===== src/rtl/cle_stat.sv =====
// Post-labeling statistics: scans the 32x32 label map, accumulates per-label count and
// bounding box, then streams one record per label. `CLE_STAT_BBOX_EN builds the bbox logic.

module cle_stat_entry (
  input  logic        clk,
  input  logic        reset_n,
  input  logic        clr,
  input  logic        alloc,
  input  logic        upd,
  input  logic [7:0]  pix,
  input  logic [4:0]  row,
  input  logic [4:0]  col,
  output logic [7:0]  label,
  output logic [10:0] count,
  output logic [4:0]  rmin,
  output logic [4:0]  rmax,
  output logic [4:0]  cmin,
  output logic [4:0]  cmax
);
  always_ff @(posedge clk or negedge reset_n) begin
    if (!reset_n) begin
      label <= '0;
      count <= '0;
    end else if (clr) begin
      label <= '0;
      count <= '0;
    end else if (alloc) begin
      label <= pix;
      count <= 11'd1;
    end else if (upd) begin
      count <= count + 11'd1;
    end
  end

`ifdef CLE_STAT_BBOX_EN
  always_ff @(posedge clk or negedge reset_n) begin
    if (!reset_n) begin
      rmin <= '0; rmax <= '0; cmin <= '0; cmax <= '0;
    end else if (clr) begin
      rmin <= '0; rmax <= '0; cmin <= '0; cmax <= '0;
    end else if (alloc) begin
      rmin <= row; rmax <= row; cmin <= col; cmax <= col;
    end else if (upd) begin
      if (row < rmin) rmin <= row;
      if (row > rmax) rmax <= row;
      if (col < cmin) cmin <= col;
      if (col > cmax) cmax <= col;
    end
  end
`else
  logic unused_bbox;
  assign unused_bbox = ^{row, col};
  assign rmin = '0;
  assign rmax = '0;
  assign cmin = '0;
  assign cmax = '0;
`endif
endmodule

module cle_stat #(
  parameter int MAX_LABELS = 8
) (
  input  logic        clk,
  input  logic        reset_n,
  input  logic        start,
  input  logic [7:0]  sram_q,
  output logic [9:0]  sram_a,
  output logic        sram_wen,
  output logic        busy,
  output logic        out_valid,
  input  logic        out_ready,
  output logic [7:0]  out_label,
  output logic [10:0] out_count,
  output logic [4:0]  out_rmin,
  output logic [4:0]  out_rmax,
  output logic [4:0]  out_cmin,
  output logic [4:0]  out_cmax,
  output logic        overflow,
  output logic        done
);
  localparam int CW = $clog2(MAX_LABELS + 1);

  typedef enum logic [2:0] {S_IDLE, S_SCAN, S_DRAIN, S_OUT, S_DONE} state_t;
  state_t state, state_nxt;

  logic [9:0]    rd_addr;
  logic          rd_vld;
  logic [CW-1:0] n_used, out_idx;
  logic          clr, any_hit, full, new_lbl, do_alloc, drop, last;

  logic [MAX_LABELS-1:0]       hit, alloc;
  logic [MAX_LABELS-1:0][7:0]  ent_label;
  logic [MAX_LABELS-1:0][10:0] ent_count;
  logic [MAX_LABELS-1:0][4:0]  ent_rmin, ent_rmax, ent_cmin, ent_cmax;

  assign clr      = (state == S_IDLE) && start;
  assign any_hit  = |hit;
  assign full     = (n_used == CW'(MAX_LABELS));
  assign new_lbl  = rd_vld && (sram_q != 8'd0) && !any_hit;
  assign do_alloc = new_lbl && !full;
  assign drop     = new_lbl && full;
  assign last     = ((out_idx + CW'(1)) == n_used);

  // One entry per table slot; match is a parallel compare against occupied slots only.
  for (genvar i = 0; i < MAX_LABELS; i++) begin : g_ent
    assign hit[i]   = rd_vld && (n_used > CW'(i)) && (ent_label[i] == sram_q);
    assign alloc[i] = do_alloc && (n_used == CW'(i));
    cle_stat_entry u_ent (
      .clk(clk), .reset_n(reset_n), .clr(clr), .alloc(alloc[i]), .upd(hit[i]),
      .pix(sram_q), .row(rd_addr[9:5]), .col(rd_addr[4:0]),
      .label(ent_label[i]), .count(ent_count[i]),
      .rmin(ent_rmin[i]), .rmax(ent_rmax[i]), .cmin(ent_cmin[i]), .cmax(ent_cmax[i])
    );
  end

  always_ff @(posedge clk or negedge reset_n) begin
    if (!reset_n) state <= S_IDLE;
    else          state <= state_nxt;
  end

  always_comb begin
    state_nxt = state;
    case (state)
      S_IDLE:  if (start) state_nxt = S_SCAN;
      S_SCAN:  if (sram_a == 10'd1023) state_nxt = S_DRAIN;
      // the final pixel may allocate on this very edge
      S_DRAIN: state_nxt = ((n_used != '0) || do_alloc) ? S_OUT : S_DONE;
      S_OUT:   if (out_ready && last) state_nxt = S_DONE;
      S_DONE:  state_nxt = S_IDLE;
      default: state_nxt = S_IDLE;
    endcase
  end

  always_comb begin
    busy      = (state != S_IDLE);
    out_valid = (state == S_OUT);
    sram_wen  = 1'b1;
    out_label = '0;
    out_count = '0;
    out_rmin  = '0;
    out_rmax  = '0;
    out_cmin  = '0;
    out_cmax  = '0;
    for (int i = 0; i < MAX_LABELS; i++) begin
      if (out_valid && (out_idx == CW'(i))) begin
        out_label = ent_label[i];
        out_count = ent_count[i];
        out_rmin  = ent_rmin[i];
        out_rmax  = ent_rmax[i];
        out_cmin  = ent_cmin[i];
        out_cmax  = ent_cmax[i];
      end
    end
  end

  always_ff @(posedge clk or negedge reset_n) begin
    if (!reset_n) begin
      sram_a   <= '0;
      rd_addr  <= '0;
      rd_vld   <= 1'b0;
      n_used   <= '0;
      out_idx  <= '0;
      overflow <= 1'b0;
      done     <= 1'b0;
    end else begin
      done    <= (state == S_DONE);
      rd_vld  <= (state == S_SCAN);
      rd_addr <= sram_a;
      if (state == S_SCAN) sram_a <= sram_a + 10'd1;
      else                 sram_a <= '0;
      if (clr) begin
        n_used   <= '0;
        out_idx  <= '0;
        overflow <= 1'b0;
      end else begin
        if (do_alloc) n_used <= n_used + CW'(1);
        if (drop)     overflow <= 1'b1;
        if ((state == S_OUT) && out_ready) out_idx <= out_idx + CW'(1);
      end
    end
  end
endmodule


===== config.mk =====
export PLATFORM = sky130hd
export DESIGN_NAME = cle_stat
export DESIGN_NICKNAME = d
export VERILOG_FILES = /design/src/rtl/cle_stat.sv
export SDC_FILE = /design/constraint.sdc
export NUM_CORES = 1
export LEC_CHECK = 0
export BUFFER_PORTS_ARGS = -buffer_cell sky130_fd_sc_hd__buf_4
export CAP_MARGIN = 5
export CORE_MARGIN = 2
export CORE_UTILIZATION = 55
export DETAILED_ROUTE_END_ITERATION = 10
export GPL_TIMING_DRIVEN = 0
export PLACE_DENSITY = 0.73
export SLEW_MARGIN = 15
export SYNTH_ARGS = -nofsm -noshare
export SYNTH_HDL_FRONTEND = slang
export SYNTH_HIERARCHICAL = 1
export SYNTH_SLANG_ARGS = --single-unit

===== constraint.sdc =====
create_clock -name clk -period 4.5 [get_ports clk]
set_clock_uncertainty 0.2 [all_clocks]
set_input_delay 0.225 -clock clk [delete_from_list [all_inputs] [get_ports clk]]
set_output_delay 0.225 -clock clk [all_outputs]
set_load 0.05 [all_outputs]

======== Word-level counts from Yosys, hierarchy flattened ========
Index checks and enable logic that the tools add are counted.
storage, ports and cells
  register bits after elaboration ......... 176
  bits of input ports ..................... 12
  ROM bits ................................ 0
  bits in writable memories ............... 0
  bits in latches ......................... 0
  memories ................................ 0
cells by class
  add/sub/neg operators ................... 11
  div/mod/pow operators ................... 0
  bitwise operators ....................... 0
  shift operators ......................... 0
  $mul .................................... 0
  muxes and demuxes ....................... 68
  reductions and logical operators ........ 69
  equal/unequal tests ..................... 32
  magnitude comparators ................... 8
operators by type and width
  cell                                                  number
  two-way mux 11 bit                                    32
  two-way mux 8 bit                                     24
  adder 11 x 1 -> 11 bit (second input constant)        8
  equality test 8 bit                                   8
  logical AND 1 bit                                     39
  equality test 4 x 3 -> 1 bit (second input constant)  8
  nonzero test 3 bit                                    9
  nonzero test 2 bit                                    11
  equality test 4 x 2 -> 1 bit (second input constant)  4
  > comparator 4 x 3 -> 1 bit (second input constant)   4
  two-way mux 4 bit                                     4
  two-way mux 3 bit                                     4
  case mux 3 bit (4 select lines)                       1
  adder 10 x 1 -> 10 bit (second input constant)        1
  equality test 10 bit (second input constant)          1
  two-way mux 10 bit                                    1
  adder 4 x 1 -> 4 bit (second input constant)          2
  equality test 4 x 1 -> 1 bit (second input constant)  2
  > comparator 4 x 1 -> 1 bit (second input constant)   2
  > comparator 4 x 2 -> 1 bit (second input constant)   2
  logical NOT 4 bit                                     2
  nonzero test 8 bit                                    1
  OR reduction 8 bit                                    1
  equality test 3 x 2 -> 1 bit (second input constant)  2
  other kinds (12)                                      15

======== Logic depth before layout (Yosys ltp) ========
Gate-level depths: netlist of run 1.
  word-level depth ........................ 10
  gate-level depth with buffers ........... 13
  gate-level depth less buffers ........... 11

======== Cells and area by module ========
Netlist of run 1, hierarchy kept.
by module, submodules not included
  module          cells an instance  times used  area an instance (sq um)
  cle_stat_entry  103                8           1,047.3
  cle_stat        684                1           4,926.0

======== Worst setup path before layout of run 1 ========
No wires, ideal clock.
  path kind ............................... reg-to-output
  start point ............................. register out_idx[0]
  end point ............................... output out_label[6]
  arrival time ............................ 2.992 ns
  path slack .............................. 1.083 ns
  stages on the path, launching flop included .. 9
  path buffers ............................ 2
  required time ........................... 4.075 ns
  path through ............................ dfrtp_1 -> ha_1 -> inv_1 -> nor4_1 -> buf_2 -> buf_2 -> a221oi_1 -> a2bb2oi_1 -> a221oi_1
between the ends
  word-level cells in the longest chain between the ends .. 10
  elaborated cells on any way between the ends .. 24
  those cells by class .................... eq/ne (7); mux (8); reduce/logical (9)
RTL lines
  element                         line  RTL
  start, declared                 88    logic [CW-1:0] n_used, out_idx;
  start signal, assigned          178   if ((state == S_OUT) && out_ready) out_idx <= out_idx + CW'(1);
  logical NOT 4 bit               145   if (out_valid && (out_idx == CW'(i))) begin
  logical AND 1 bit               145
  two-way mux 8 bit (7 in a row)  145
  two-way mux 8 bit (*)           145
  end, declared                   72    output logic [7:0] out_label,
Mark *: on every way between the ends. The rest lies on a longest branch, timed or not.

======== Final worst setup path of run 1 ========
  start point ............................. register n_used[0]
  end point ............................... register g_ent[4].u_ent.label[4]
between the ends
  word-level cells in the longest chain between the ends .. 9
  elaborated cells on any way between the ends .. 33
  those cells by class .................... order compare (8); eq/ne (2); reduce/logical (23)
RTL lines
  element                         line  RTL
  start, declared                 88
  start signal, assigned          176   if (do_alloc) n_used <= n_used + CW'(1);
  > comparator 4 x 1 -> 1 bit     106   assign hit[i] = rd_vld && (n_used > CW'(i)) && (ent_label[i] == sram_q);
  logical AND 1 bit (2 in a row)  106
  named net hit[1]                91    logic [MAX_LABELS-1:0] hit, alloc;
  OR reduction 8 bit              97    assign any_hit = |hit;
  logical NOT 1 bit               99    assign new_lbl = rd_vld && (sram_q != 8'd0) && !any_hit;
  logical AND 1 bit               99
  logical AND 1 bit               100   assign do_alloc = new_lbl && !full;
  logical AND 1 bit               107   assign alloc[i] = do_alloc && (n_used == CW'(i));
  named net alloc[4]              91
  nonzero test 2 bit (no line)    --
  end signal, assigned            28    label <= pix;
  end, declared                   13    output logic [7:0] label,
The timed path passes the listed nets, and every way through them passes these cells.
A chain may end at the register's enable or synchronous reset.

==> metrics.txt, run 1 <==
Placer Congestion between 0.9 and 1; die height 158 um; Final WS setup 0.252 ns; Slew Limit Fails 0; core box area between 0.02 and 0.025 mm^2; die area around 0.025 mm^2; Worst Path Required between 4 and 5 ns; Power Dens Cells 377 mW/mm^2; most common cell after layout, fill and taps aside buf_4; n_diodes 0; Design Power around 5.8 mW; grt total ovfl 0; post-route ant nets 0; TritonCTS Sinks about 180; ratio of final minimum period to clock period 0.944; worst hold margin 0.101 ns; crit-path cells inv_1 > ha_1 > or3b_1 > nand2_1 > nor4_1 > or3_1 > nor3_4 > buf_6 > nand2b_4 > nor4_1 > buf_2 > mux2i_1 > nor2_1; area grow syn2layout 17.5%; RR Startpoint n_used[0]$_DFFE_PN0P_; FMAX roughly 0.24 GHz; Starting Density 0.558; Syn Inst Count about 1,500; number of global-route vias before repair 11,000; Synth Cell Area approximately 0.013 mm^2; Worst setup SP type flop; final-report setup violation count 0; most frequent cells in the layout buf_4, dfrtp_1, conb_1; die width between 150 and 200 um; CTS tree yes; IO buf count 64; critical path class flop to flop; Max-cap violations 0; htree depth 4; routed len/inst ~18 um; worst min path class input pin to async pin; minimum clock period roughly 4.2 ns; pin count of the biggest net entering global routing a little over 70; Clock transition at path regs about 0.070 ns; Critical Path Source n_used[0]$_DFFE_PN0P_; clock root cell clkbuf_16; first-pass iteration count of the detailed router 6; Max transition margin 0.444; RSZ-0062 raised after global routing no; RR Endpoint g_ent[4].u_ent/label[4]$_DFFE_PN0P_; CP max stage delay just under 0.6 ns; Total GRT Usage 0.303; WL final between 30,000 and 40,000 um; vias around 12,000; status finished clean; clk_lat worst skew 0.43 ns; initial antenna violation count 0; Post-CTS Setup Bufs 0; DRT iter0 DRCs 1,013; Row Count 56; critical-path maximum fanout 10; worst path arrival time around 4.3 ns; CTS Buffer Depth 2; CP most frequent cell nor4_1; worst reg-to-reg path cell count 13; number of buffers created by CTS 17; syn_area_per_cell ~8.7 um^2; Critical Path Slowest Stage Cell nor4_1; worst-margin pin slew around 0.83 ns; LEAKAGE a little over 7 nW; Fin Setup TNS 0 ns; post-place setup slack 0.404 ns; Synth Warn # 6; reg-to-reg slack, setup about 0.25 ns; global-route wire length before repair between 50,000 and 60,000 um; I/O pins 66; Fin. Hold Viols 0; final core utilization 0.655; Nets 1,775; vias per cell approximately 5.7; CP Capture Type flop; CP Capture Point g_ent[4].u_ent/label[4]$_DFFE_PN0P_; Residual DRC 0; hpwl dp between 20,000 and 30,000 um; Worst IR Drop VDD between 0.0004 and 0.0005 V; layout cells sized above 1 0.192
==> cell type report <==
| class | instances | area, um^2 |
|---|---|---|
| Clock buffer | 22 | 484 |
| Tap cell | 319 | 399 |
| Timing Repair Buffer | 77 | 653 |
| Buffer | 262 | 1700 |
| Fill cell | 2031 | 8070 |
| Sequential cell | 176 | 4400 |
| Inverter | 24 | 90.1 |
| Multi-Input combinational cell | 1188 | 7430 |
| Clock inverter | 10 | 173 |
==> worst max-delay path, delay by kind of cell, from the launching register on <==
family,cells,cell delay [ns]
fa+ha+maj,1,0.22
buf+inv,3,0.82
mux,1,0.25
simple gates,8,2.07
flops,1,0.52
==> state kept, by name, indices dropped and copies added (netlist names) <==
register           count
done                   1
g_ent.u_ent/count     88
g_ent.u_ent/label     64
n_used                 4
out_idx                4
overflow               1
rd_vld                 1
sram_a                10
state                  3
==> power by group <==
group          switching [mW]  leakage, nW  internal, mW
clock                   0.650        0.315         0.999
sequential              0.246         2.44          1.77
combinational            1.36         4.29         0.764
total                    2.25         7.04          3.53
==> metal layers <==
layer / vias to the layer above / share of wire / global-route usage
met1: 5689 / 0.43 / 0.400
met4: 0 / 0.039 / 0.123
met2: 428 / 0.47 / 0.499
met3: 101 / 0.067 / 0.0490
li1: 5571 / - / -
met5: - / 0 / 0
==> per-stage QoR <==
step / instance area [um^2] / instances
floorplan: 13600 / 1650
global placement: 14500 / 2033
detailed placement: 14600 / 2035
CTS: 15300 / 2078
global route: 15300 / 2078
finish: 15300 / 2078
==> what timing repair did <==
| item | in CTS | in global routing |
|---|---|---|
| resized for setup | 0 | 0 |
| hold buffers | 11 | 0 |
| hold endpoints to repair | 242 | 0 |
==> worst min-delay path by stage <==
stage / cells after the start / startpoint / slack [ns] / endpoint
after floorplan: 0 / reset_n / -0.27 / done$_DFF_PN0_
after global placement: 1 / sram_a[0]$_DFF_PN0_ / 0.28 / sram_a[0]$_DFF_PN0_
after detailed placement: 1 / reset_n / -0.03 / sram_a[7]$_DFF_PN0_
after CTS: 2 / reset_n / 0.11 / sram_a[7]$_DFF_PN0_
after global routing: 2 / reset_n / 0.14 / sram_a[7]$_DFF_PN0_
final: 2 / reset_n / 0.10 / sram_a[7]$_DFF_PN0_
Note: power is estimated with default switching activity, not from simulation.
==> inputs of run 2 (changes only) <==
--- a/config.mk
+++ b/config.mk
@@ -9,6 +9,7 @@
 export CAP_MARGIN = 5
 export CORE_MARGIN = 2
 export CORE_UTILIZATION = 55
+export CTS_BUF_LIST = sky130_fd_sc_hd__clkbuf_8
 export DETAILED_ROUTE_END_ITERATION = 10
 export GPL_TIMING_DRIVEN = 0
 export PLACE_DENSITY = 0.73
==> metrics.txt, run 2 (synthesized netlist as in run 1, its figures left out) <==
status finished clean; htree depth 4 (unchanged); Cells after DPL 2,035 (unchanged); most common cell after layout, fill and taps aside buf_4; net switching power 2.20 mW (-2.5%); Design Power 5.40 mW (-6.7%); combinational share of power 0.391 (+0.024); vias per cell 5.64 (-0.64%); CTS Buffer Depth 2 (unchanged); WL final 36,500 um (-1.2%); die area 0.0250 mm^2 (unchanged); ratio of final minimum period to clock period 0.952 (+0.00805); post-route ant nets 0 (unchanged); Row Count 56 (unchanged); Worst setup SP type flop; clock root cell clkbuf_8; worst reg-to-reg path cell count 13 (unchanged); Starting Density 0.558 (unchanged); I/O pins 66 (unchanged); DRT iter0 DRCs 920 (-9.2%); critical path class flop to flop; final cell count without fillers 2,078 (unchanged); hpwl dp 27,200 um (unchanged); Top Family by Delay on Critical Path simple AND/OR/NAND/NOR gates; Nets 1,775 (unchanged); # fillers 2,064 (+1.6%); first-pass iteration count of the detailed router 7 (+1); clock power share 0.237 (-0.048); RSZ-0062 raised after global routing no; final-report setup violation count 0 (unchanged); Worst IR Drop VDD 0.000395 V (-10%); Critical Path Slowest Stage Cell nor4_1; Worst Path Required 4.63 ns (+0.04 ns); RR Endpoint g_ent[4].u_ent/label[4]$_DFFE_PN0P_; CP max stage delay 0.65 ns (+0.06 ns); TritonCTS Sinks 176 (unchanged); register bank with the most flops g_ent.u_ent/count; register area 0.00440 mm^2 (unchanged); cell-internal power 3.20 mW (-9.3%); Placer Congestion 0.967 (unchanged); reg-to-reg slack, setup 0.22 ns (-0.04 ns); core box area 0.0234 mm^2 (unchanged); die width 158 um (unchanged); n_diodes 0 (unchanged); layout cells sized above 1 0.192 (unchanged); Net Sw Frac 0.407 (+0.0175); clk_lat worst skew 0.48 ns (+0.05 ns); number of buffers created by CTS 17 (unchanged); Power Dens Cells 357 mW/mm^2 (-5.5%); grt total ovfl 0 (unchanged); area grow syn2layout 16.0%; max FFs per register 88 (unchanged); Fin Setup TNS 0 ns (unchanged); worst path arrival time 4.42 ns (+0.08 ns); minimum clock period 4.28 ns (+0.0362 ns); CP most frequent cell nor4_1; Max-cap violations 0 (unchanged); footprint of the multi-input gates 0.00743 mm^2 (unchanged); CP Capture Type flop; pin count of the biggest net entering global routing 71 (unchanged); die height 158 um (unchanged); number of global-route vias before repair 11,000 (-0.27%); critical-path maximum fanout 10 (unchanged); Max transition margin 0.334 (-0.110); crit-path cells inv_1 > ha_1 > or3b_1 > nand2_1 > nor4_1 > or3_1 > nor3_4 > buf_6 > nand2b_4 > nor4_1 > buf_2 > mux2i_1 > nor2_1; LEAKAGE 6.96 nW (-1.2%); initial antenna violation count 0 (unchanged); Regs by FF count g_ent.u_ent/count x88, g_ent.u_ent/label x64, sram_a x10; CP bufs+invs 3 (unchanged); global-route wire length before repair 58,300 um (-0.86%); Slew Limit Fails 0 (unchanged); Total GRT Usage 0.301 (-0.00259); most frequent cells in the layout buf_4, dfrtp_1, conb_1; worst-margin pin slew 0.990 ns (+0.164 ns); FMAX 0.233 GHz (-0.85%); vias 11,700 (-0.64%); routed len/inst 17.6 um (-1.2%); IO buf count 64 (unchanged); Fin. Hold Viols 0 (unchanged); Residual DRC 0 (unchanged); Clock transition at path regs 0.10 ns (+0.03 ns); Sequential Power Share 0.372 (+0.023); CTS tree yes; worst min path class input pin to async pin; RR Startpoint n_used[1]$_DFFE_PN0P_
## run 2: power by group through the flow
stage                     combinational [mW]  sequential (mW)  clock (mW)
after floorplan                         1.49             2.00           0
after global placement                  2.01             2.02           0
after detailed placement                2.05             2.03           0
after CTS                               2.07             2.00        1.29
after global routing                    2.30             2.03        1.35
final                                   2.11             2.01        1.28
## run 2: what timing repair did
action                    in CTS  in global routing
buffers inserted               0                  0
hold endpoints to repair     247                  0
hold buffers                  11                  0
resized for setup              0                  0
## run 2: worst max-delay path by stage
stage / startpoint / end / slack (ns) / depth (start not counted)
after global placement: n_used[1]$_DFFE_PN0P_ / g_ent[4].u_ent/label[1]$_DFFE_PN0P_ / 0.39 / 13
after floorplan: out_idx[0]$_DFFE_PN0P_ / out_label[6] / 1.08 / 8
after detailed placement: n_used[0]$_DFFE_PN0P_ / g_ent[4].u_ent/label[4]$_DFFE_PN0P_ / 0.40 / 13
after global routing: out_idx[0]$_DFFE_PN0P_ / out_label[6] / 0.04 / 9
final: n_used[1]$_DFFE_PN0P_ / g_ent[4].u_ent/label[4]$_DFFE_PN0P_ / 0.22 / 13
after CTS: out_idx[0]$_DFFE_PN0P_ / out_label[6] / 0.28 / 9
## run 2: cell type report
class                           count  share of cell area
Multi-Input combinational cell   1188               0.491
Inverter                           24             0.00595
Tap cell                          319              0.0264
Timing Repair Buffer               77              0.0431
Buffer                            262               0.112
Clock buffer                       21              0.0191
Sequential cell                   176               0.291
Clock inverter                     11              0.0117
## run 2: per-stage QoR
step	worst slack, ns	hold slack (ns)	utilization	area [um^2]
floorplan	1.08	-0.271	-	13600
global placement	0.387	0.275	0.620	14500
detailed placement	0.404	-0.0277	0.622	14600
CTS	0.284	0.0423	0.647	15100
global route	0.0399	0.0744	0.647	15100
finish	0.215	0.0475	0.647	15100
## run 2: metal layers
layer / wire length [um] / share of wire / track usage
met5: 0 / 0 / 0
met4: 1490 / 0.041 / 0.127
met3: 2560 / 0.070 / 0.0487
met2: 16800 / 0.46 / 0.492
met1: 15600 / 0.43 / 0.396
